[src/rtl/aes_pkg.sv]
// Shared AES definitions for the key schedule and cipher datapaths.
//   SBOX    : forward AES S-box, indexed by the input byte
//   sbox()  : byte substitution through SBOX
//   rcon()  : round constant Rcon[1..10]; 0 outside that range
//   nr_of() : number of rounds for a key of nk 32-bit words
//   rot_word() : cyclic left rotate of a word by one byte
//   kx_state_t : key-expansion sequencing states
package aes_pkg;

    localparam logic [7:0] SBOX [256] = '{
        8'h63, 8'h7c, 8'h77, 8'h7b, 8'hf2, 8'h6b, 8'h6f, 8'hc5, 8'h30, 8'h01, 8'h67, 8'h2b, 8'hfe, 8'hd7, 8'hab, 8'h76,
        8'hca, 8'h82, 8'hc9, 8'h7d, 8'hfa, 8'h59, 8'h47, 8'hf0, 8'had, 8'hd4, 8'ha2, 8'haf, 8'h9c, 8'ha4, 8'h72, 8'hc0,
        8'hb7, 8'hfd, 8'h93, 8'h26, 8'h36, 8'h3f, 8'hf7, 8'hcc, 8'h34, 8'ha5, 8'he5, 8'hf1, 8'h71, 8'hd8, 8'h31, 8'h15,
        8'h04, 8'hc7, 8'h23, 8'hc3, 8'h18, 8'h96, 8'h05, 8'h9a, 8'h07, 8'h12, 8'h80, 8'he2, 8'heb, 8'h27, 8'hb2, 8'h75,
        8'h09, 8'h83, 8'h2c, 8'h1a, 8'h1b, 8'h6e, 8'h5a, 8'ha0, 8'h52, 8'h3b, 8'hd6, 8'hb3, 8'h29, 8'he3, 8'h2f, 8'h84,
        8'h53, 8'hd1, 8'h00, 8'hed, 8'h20, 8'hfc, 8'hb1, 8'h5b, 8'h6a, 8'hcb, 8'hbe, 8'h39, 8'h4a, 8'h4c, 8'h58, 8'hcf,
        8'hd0, 8'hef, 8'haa, 8'hfb, 8'h43, 8'h4d, 8'h33, 8'h85, 8'h45, 8'hf9, 8'h02, 8'h7f, 8'h50, 8'h3c, 8'h9f, 8'ha8,
        8'h51, 8'ha3, 8'h40, 8'h8f, 8'h92, 8'h9d, 8'h38, 8'hf5, 8'hbc, 8'hb6, 8'hda, 8'h21, 8'h10, 8'hff, 8'hf3, 8'hd2,
        8'hcd, 8'h0c, 8'h13, 8'hec, 8'h5f, 8'h97, 8'h44, 8'h17, 8'hc4, 8'ha7, 8'h7e, 8'h3d, 8'h64, 8'h5d, 8'h19, 8'h73,
        8'h60, 8'h81, 8'h4f, 8'hdc, 8'h22, 8'h2a, 8'h90, 8'h88, 8'h46, 8'hee, 8'hb8, 8'h14, 8'hde, 8'h5e, 8'h0b, 8'hdb,
        8'he0, 8'h32, 8'h3a, 8'h0a, 8'h49, 8'h06, 8'h24, 8'h5c, 8'hc2, 8'hd3, 8'hac, 8'h62, 8'h91, 8'h95, 8'he4, 8'h79,
        8'he7, 8'hc8, 8'h37, 8'h6d, 8'h8d, 8'hd5, 8'h4e, 8'ha9, 8'h6c, 8'h56, 8'hf4, 8'hea, 8'h65, 8'h7a, 8'hae, 8'h08,
        8'hba, 8'h78, 8'h25, 8'h2e, 8'h1c, 8'ha6, 8'hb4, 8'hc6, 8'he8, 8'hdd, 8'h74, 8'h1f, 8'h4b, 8'hbd, 8'h8b, 8'h8a,
        8'h70, 8'h3e, 8'hb5, 8'h66, 8'h48, 8'h03, 8'hf6, 8'h0e, 8'h61, 8'h35, 8'h57, 8'hb9, 8'h86, 8'hc1, 8'h1d, 8'h9e,
        8'he1, 8'hf8, 8'h98, 8'h11, 8'h69, 8'hd9, 8'h8e, 8'h94, 8'h9b, 8'h1e, 8'h87, 8'he9, 8'hce, 8'h55, 8'h28, 8'hdf,
        8'h8c, 8'ha1, 8'h89, 8'h0d, 8'hbf, 8'he6, 8'h42, 8'h68, 8'h41, 8'h99, 8'h2d, 8'h0f, 8'hb0, 8'h54, 8'hbb, 8'h16
    };

    typedef enum logic [1:0] {
        KX_LOAD,
        KX_EXPAND,
        KX_DONE
    } kx_state_t;

    function automatic logic [7:0] sbox(input logic [7:0] b);
        return SBOX[b];
    endfunction

    function automatic logic [7:0] rcon(input logic [3:0] r);
        case (r)
            4'd1:    return 8'h01;
            4'd2:    return 8'h02;
            4'd3:    return 8'h04;
            4'd4:    return 8'h08;
            4'd5:    return 8'h10;
            4'd6:    return 8'h20;
            4'd7:    return 8'h40;
            4'd8:    return 8'h80;
            4'd9:    return 8'h1b;
            4'd10:   return 8'h36;
            default: return 8'h00;
        endcase
    endfunction

    function automatic int unsigned nr_of(input int unsigned nk);
        return nk + 6;
    endfunction

    function automatic logic [31:0] rot_word(input logic [31:0] w);
        return {w[23:0], w[31:24]};
    endfunction

endpackage

[src/rtl/aes_sbox.sv]
// Combinational forward AES S-box for one byte.
//   a : input byte
//   s : substituted byte
module aes_sbox
    import aes_pkg::*;
(
    input  logic [7:0] a,
    output logic [7:0] s
);

    assign s = sbox(a);

endmodule

[src/rtl/key_expansion.sv]
// Iterative AES key schedule (AES-128/192/256 by nk), one 32-bit word per clock.
//   clk     : rising-edge clock
//   reset   : asynchronous active-high reset; clears the whole schedule
//   key     : cipher key, w0 in the top 32 bits; sampled on the first edge after reset
//   outKeys : full schedule, word k at outKeys[32*NW-1-32*k -: 32]; words not yet
//             computed read 0. Complete 1+NW-nk edges after reset release.
module key_expansion
    import aes_pkg::*;
#(
    parameter  int unsigned nk = 4,
    localparam int unsigned nr = nr_of(nk),
    localparam int unsigned NW = 4 * (nr + 1)
) (
    input  logic                clk,
    input  logic                reset,
    input  logic [32*nk-1:0]    key,
    output logic [32*NW-1:0]    outKeys
);

    localparam int unsigned CW = $clog2(NW + 1);
    localparam int unsigned PW = $clog2(nk);

    kx_state_t      state;
    logic [CW-1:0]  cnt;      // index i of the next word to compute
    logic [PW-1:0]  pos;      // i % nk, tracked incrementally
    logic [3:0]     rnd;      // i / nk, selects Rcon when pos == 0
    logic [31:0]    w [NW];

    logic [31:0]    prev;
    logic [31:0]    old;
    logic [31:0]    sub_in;
    logic [31:0]    sub_out;
    logic [31:0]    temp;

    // i%nk and i/nk are carried as a phase/round counter pair instead of
    // being divided out of cnt each cycle.
    always_comb begin
        prev   = w[cnt - CW'(1)];
        old    = w[cnt - CW'(nk)];
        sub_in = (pos == '0) ? rot_word(prev) : prev;
        if (pos == '0) begin
            temp = sub_out ^ {rcon(rnd), 24'h0};
        end else if (nk == 8 && 32'(pos) == 4) begin
            temp = sub_out;
        end else begin
            temp = prev;
        end
    end

    genvar b;
    generate
        for (b = 0; b < 4; b++) begin : g_sub
            aes_sbox u_sbox (
                .a (sub_in[8*b +: 8]),
                .s (sub_out[8*b +: 8])
            );
        end
    endgenerate

    always_ff @(posedge clk or posedge reset) begin
        if (reset) begin
            state <= KX_LOAD;
            cnt   <= '0;
            pos   <= '0;
            rnd   <= '0;
            for (int unsigned k = 0; k < NW; k++) begin
                w[k] <= '0;
            end
        end else begin
            case (state)
                KX_LOAD: begin
                    for (int unsigned k = 0; k < nk; k++) begin
                        w[k] <= key[32*nk-1-32*k -: 32];
                    end
                    cnt   <= CW'(nk);
                    pos   <= '0;
                    rnd   <= 4'd1;
                    state <= KX_EXPAND;
                end
                KX_EXPAND: begin
                    w[cnt] <= old ^ temp;
                    cnt    <= cnt + CW'(1);
                    if (32'(pos) == nk - 1) begin
                        pos <= '0;
                        rnd <= rnd + 4'd1;
                    end else begin
                        pos <= pos + PW'(1);
                    end
                    if (cnt == CW'(NW - 1)) begin
                        state <= KX_DONE;
                    end
                end
                default: begin
                    // Done: schedule and counter hold until the next reset.
                end
            endcase
        end
    end

    genvar k;
    generate
        for (k = 0; k < NW; k++) begin : g_out
            assign outKeys[32*NW-1-32*k -: 32] = w[k];
        end
    endgenerate

endmodule

[config.mk]
export PLATFORM = sky130hd
export DESIGN_NAME = key_expansion
export DESIGN_NICKNAME = d
export VERILOG_FILES = /design/src/rtl/aes_pkg.sv /design/src/rtl/aes_sbox.sv /design/src/rtl/key_expansion.sv
export SDC_FILE = /design/constraint.sdc
export NUM_CORES = 2
export LEC_CHECK = 0
export CAP_MARGIN = 10
export CORE_AREA = 10 10 596 598
export DETAILED_ROUTE_END_ITERATION = 8
export DIE_AREA = 0 0 606 608
export PLACE_DENSITY_LB_ADDON = 0.08
export SLEW_MARGIN = 30
export SYNTH_ARGS = -nofsm -noshare
export SYNTH_HDL_FRONTEND = slang
export SYNTH_HIERARCHICAL = 1
export SYNTH_SLANG_ARGS = --single-unit
[constraint.sdc]
create_clock -name clk -period 85.8 [get_ports clk]
set_clock_uncertainty 0.1 [all_clocks]
set_input_delay 8.58 -clock clk [delete_from_list [all_inputs] [get_ports clk]]
set_output_delay 8.58 -clock clk [all_outputs]
set_load 0.05 [all_outputs]
### Yosys cells after proc, flatten, opt, wreduce, memory -nomap -nowiden

Memories as Yosys holds them, arrays and structs flattened.
Cells that the tools add are included.
W data, S select, Z words.

| cells by class | value |
|---|---|
| bitwise logic cells | 9 |
| $lt $le $gt $ge | 8 |
| equality and inequality tests | 5 |
| $add $sub $neg | 5 |
| reductions and logical operators | 6 |
| mux-type cells | 28 |

Operators with widths:

| cell | number |
|---|---|
| $bwmux W1408 | 1 |
| $bmux W32 S6 | 2 |
| $pmux W128 S2 | 1 |
| $mux W32 | 7 |
| $demux W32 S6 | 1 |
| $mux W8 | 9 |
| $xor A32 B32 Y32 | 2 |
| $ge A9 B9 Y1 const B | 4 |
| $not A8 Y9 | 4 |
| $ge A7 B7 Y1 const B | 3 |
| $not A6 Y7 | 3 |
| $pmux W6 S2 | 1 |
| $pmux W2 S2 | 2 |
| $pmux W4 S2 | 1 |
| $lt A7 B1 Y1 const B | 1 |
| $add A6 B1 Y6 const B | 1 |
| $eq A6 B6 Y1 const B | 1 |
| $sub A6 B1 Y6 const B | 1 |
| $sub A6 B3 Y6 const B | 1 |
| $add A4 B1 Y4 const B | 1 |
| $logic_not A2 Y1 | 2 |
| $mux W2 | 2 |
| $mux W4 | 1 |
| $ne A2 B2 Y1 const B | 2 |
| other kinds (6) | 7 |

| word-level totals | value |
|---|---|
| bits in read-only memories | 8,320 |
| memories kept | 5 |
| logic and storage cells | 114 |
| output and inout port bits | 1,408 |
| input port bits | 130 |
| register bits after elaboration | 1,422 |

Memories:

| name | depth | bits a word | read ports | clocked after memory_dff | wr ports | line | source |
|---|---|---|---|---|---|---|---|
| (no name shown) | 256 | 8 | 1 | 0 | 0 | aes_pkg.sv:36 | `return SBOX[b];` |
| (no name shown) | 256 | 8 | 1 | 0 | 0 | aes_pkg.sv:36 |  |
| (no name shown) | 256 | 8 | 1 | 0 | 0 | aes_pkg.sv:36 |  |
| (no name shown) | 256 | 8 | 1 | 0 | 0 | aes_pkg.sv:36 |  |
| (no name shown) | 16 | 8 | 1 | 0 | 0 | aes_pkg.sv:40 | `case (r)` |

### Longest topological paths before layout

| logic depth | value |
|---|---|
| depth after elaboration | 15 |
| depth in mapped cells | 35 |
| mapped depth without buffers | 21 |

### Hierarchy

The synthesis kept the hierarchy.

By module, submodules not included:

| module | area an instance (um^2) | cells each | sequential area each (um^2) | times used |
|---|---|---|---|---|
| key_expansion | 76,223.1 | 7,826 | 35,584.1 | 1 |
| aes_sbox at g_sub[2].u_sbox | 3,326.9 | 530 | 0.0 | 1 |
| aes_sbox at g_sub[0].u_sbox | 3,251.9 | 531 | 0.0 | 1 |
| aes_sbox at g_sub[1].u_sbox | 3,221.8 | 525 | 0.0 | 1 |
| aes_sbox at g_sub[3].u_sbox | 3,216.8 | 532 | 0.0 | 1 |

### Worst setup path after synthesis

OpenSTA, ideal clock, no wires.

| timing path | value |
|---|---|
| path kind | reg2out |
| start point | register w (netlist bit outKeys[1294]) |
| end point | output port outKeys[1294] |
| path buffers | 0 |
| cell stages (with the launch flop) | 1 |
| data required time | 77,120 ps |
| setup slack | 76,476 ps |
| data arrival time | 644 ps |
| cells stage by stage | dfrtp_1 |

RTL lines:

| item | line | source |
|---|---|---|
| from (decl) | key_expansion.sv:27 | `logic [31:0] w [NW];` |
| from (signal, indexed assignment) | key_expansion.sv:73 | `w[k] <= key[32*nk-1-32*k -: 32];` |
| from (signal, indexed assignment) | key_expansion.sv:81 | `w[cnt] <= old ^ temp;` |
| to (decl) | key_expansion.sv:17 | `output logic [32*NW-1:0] outKeys` |

No word-level cell between the ends.

==> parameters.txt <==
Parameter                              Value

Worst setup path
  Worst Setup End Kind ... asynchronous set/reset pin
  Critical Path Start Type ... primary input
  Critical path arrival ... roughly 13 ns
  Worst Setup Path Type ... in -> async
  Maximum fanout along the worst path ... 136
  Worst Path Required ... between 80 and 90 ns

Cells and area
  Total Nets Final ... 11200
  Share of final-layout standard cells stronger than drive strength 1 ... about 14%
  Synthesis-to-layout area growth ... 30.3%
  Core occupancy in the finished layout ... between 30% and 40%

STA
  Normalized max-slew margin ... between 15 and 20%
  Setup repair after global routing missed its margin ... no
  Setup total negative slack ... 0 ns
  Hold Worst Slack ... around 0.42 ns
  Worst setup margin ... ~73 ns
  Crit share post-route ... 14.8%
  Count of pins over their slew limit ... 0
  Maximum clock frequency ... 78.9 MHz
  Hold Fails Final Rpt ... 0
  Final critical delay including setup and external delays ... 12.68 ns
  Final-report setup violation count ... 0
  Actual transition at the worst max-transition pin ... 1.26 ns

Synthesis
  Syn_nets ... between 10000 and 15000
  Mean area per synthesized cell ... around 9 um^2
  Flip-flop and latch count after synthesis ... 1422
  Gate Count Post-Synth ... 9944
  Ys flop type ... dfrtp_1
  Most numerous cell types in the synthesized netlist ... 1882 x nand2_1, 1422 x dfrtp_1, 1352 x o21ai_0, 489 x clkbuf_1, 418 x a21oi_1
  Share of synthesized registers carrying an async set or reset ... 100%
  Biggest area contributors in the synthesized netlist ... dfrtp_1 40%, nand2_1 7.9%, o21ai_0 7.6%
  Number of distinct library cells after synthesis ... roughly 120
  Total number of yosys warnings ... 6
  Sequential area share after synthesis ... 39.9%
  Number of enable flip-flop cells after synthesis ... 0
  Post-synth top area cell ... dfrtp_1
  Synth top area share ... 39.9%
  Syn Std Cell Area ... 89200 um^2
  Library cell with the highest instance count after synthesis ... nand2_1

Placed design
  Final estimated routing congestion in global placement ... 1.03
  IO buf count ... ~1500
  Worst setup timing slack at the placement stage ... 72.23 ns
  Total half-perimeter wirelength after legalization and detailed placement ... 556000 um

Status
  Outcome ... completed

CTS
  Clock tree from TritonCTS ... done
  Buffer count from post-CTS setup fixing ... 0
  Maximum root-to-sink buffer count ... 4
  Depth of the CTS H-tree ... 4
  Number of clock sinks ... 1422
  Number of clock buffers inserted by TritonCTS ... 182
  Count of hold buffers inserted by post-cts repair ... 0
  Master cell of the clock root buffer ... clkbuf_16
  Clock-pin transition on the worst setup and hold timing paths ... about 0.060 ns
  Post-CTS Resized ... 0
  Later-pin clock latency in the skew report ... 0.94 ns

Die
  Boundary Pins ... between 1500 and 2000
  Die Area ... approximately 370000 um^2
  Floorplan core area ... 342000 um^2
  Starting density of the core ... about a quarter
  Number of placement rows ... around 220
  Vertical extent of the die ... 608 um
  Die span in x ... 606 um

GRT
  Antenna violations before repair ... 109
  Overall overflow remaining after global route ... 0
  Total Routing Usage GR ... 38.5%
  Via count of the first global-routing pass ... 89700
  Largest net degree at the start of global routing ... 137
  First-pass GRT wire length ... 958000 um

Routing
  Number of nets still failing antenna checks after routing ... 0
  Residual DRC count ... 0
  DR WL/cell ... 47.2 um
  Drt first-iter violations ... 13300
  Count of TritonRoute iterations in the first routing pass ... 6
  Total number of vias ... 96900
  Detail-routed via count per cell ... around 6
  Sum of routed wire length over all layers ... ~740000 um

Job
  Maximum capacitance violations ... 0

Worst hold path
  Min-Delay Path Class ... reg -> reg
-- critical path: stages --
cell and delay, ns:
clkdlybuf4s50_1 0.50, inv_8 0.56, buf_4 0.64, buf_4 0.62
buf_4 0.69, buf_4 0.73, buf_12 0.52
-- layout by cell type (no fill, tap or decap), types with 131 or more instances in the layout --
cell / count
o21ai_0: 1348
a22oi_1: 317
clkbuf_16: 184
clkdlybuf4s50_1: 1515
nand3_1: 253
o21ai_1: 291
mux2i_1: 374
mux4_2: 279
buf_4: 368
nor3_1: 174
nand2_1: 1838
dfrtp_1: 1419
a21oi_1: 390
nor2_1: 266
a221oi_1: 131
-- metal layers --
metal / vias up / GRT usage, % / part of all wire (%)
li1: 38800 / - / -
met3: 1531 / 12.7 / 10
met4: 36 / 27.2 / 8.9
met5: - / 0 / 0.032
met2: 6482 / 57.9 / 43
met1: 50000 / 46.1 / 38
-- cell families after synthesis --
logic type	Yosys count	share of synthesized area (%)
xor+xnor	50	0.655
flops	1422	39.9
fa+ha+maj	69	0.967
compound gates	3433	24.2
mux	779	12.9
buf+inv	1129	6.39
simple gates	3062	15.0
-- metrics by stage --
step           instance area (um^2)  instances
2_1_floorplan                 89200       9944
3_3_place_gp                 109000      15400
3_5_place_dp                 110000      15400
4_1_cts                      116000      15700
5_1_grt                      116000      15700
6_report                     116000      15800
-- sequential cells by signal, indices dropped and copies added (netlist names) --
register,count
cnt,6
outKeys,1408
pos,2
rnd,4
state,2
-- final timing paths --
check	from	end	slack, ns	cells past startpoint
worst max-delay path	reset	outKeys[110]	73.12	7
worst min-delay path	pos[1]	pos[1]	0.42	2
worst max register to register	cnt[1]	outKeys[460]	74.11	23
worst min register to register	pos[1]	pos[1]	0.42	2
max in group clk	cnt[1]	outKeys[460]	74.11	23
min in group asynchronous	reset	outKeys[791]	8.15	2
-- cell type report --
class	count	area, um^2
diodes	76	190
clock buffers	271	5360
clock inverters	52	621
fillers	35300	226000
inverters	68	285
multi-input cells	7393	49700
flip-flops and latches	1422	35600
well taps	4557	5700
repair buffers	1943	18800
Power is left out: the tool's default activity adds up to more than one toggle a clock period on the data nets, which glitch-free logic cannot reach.
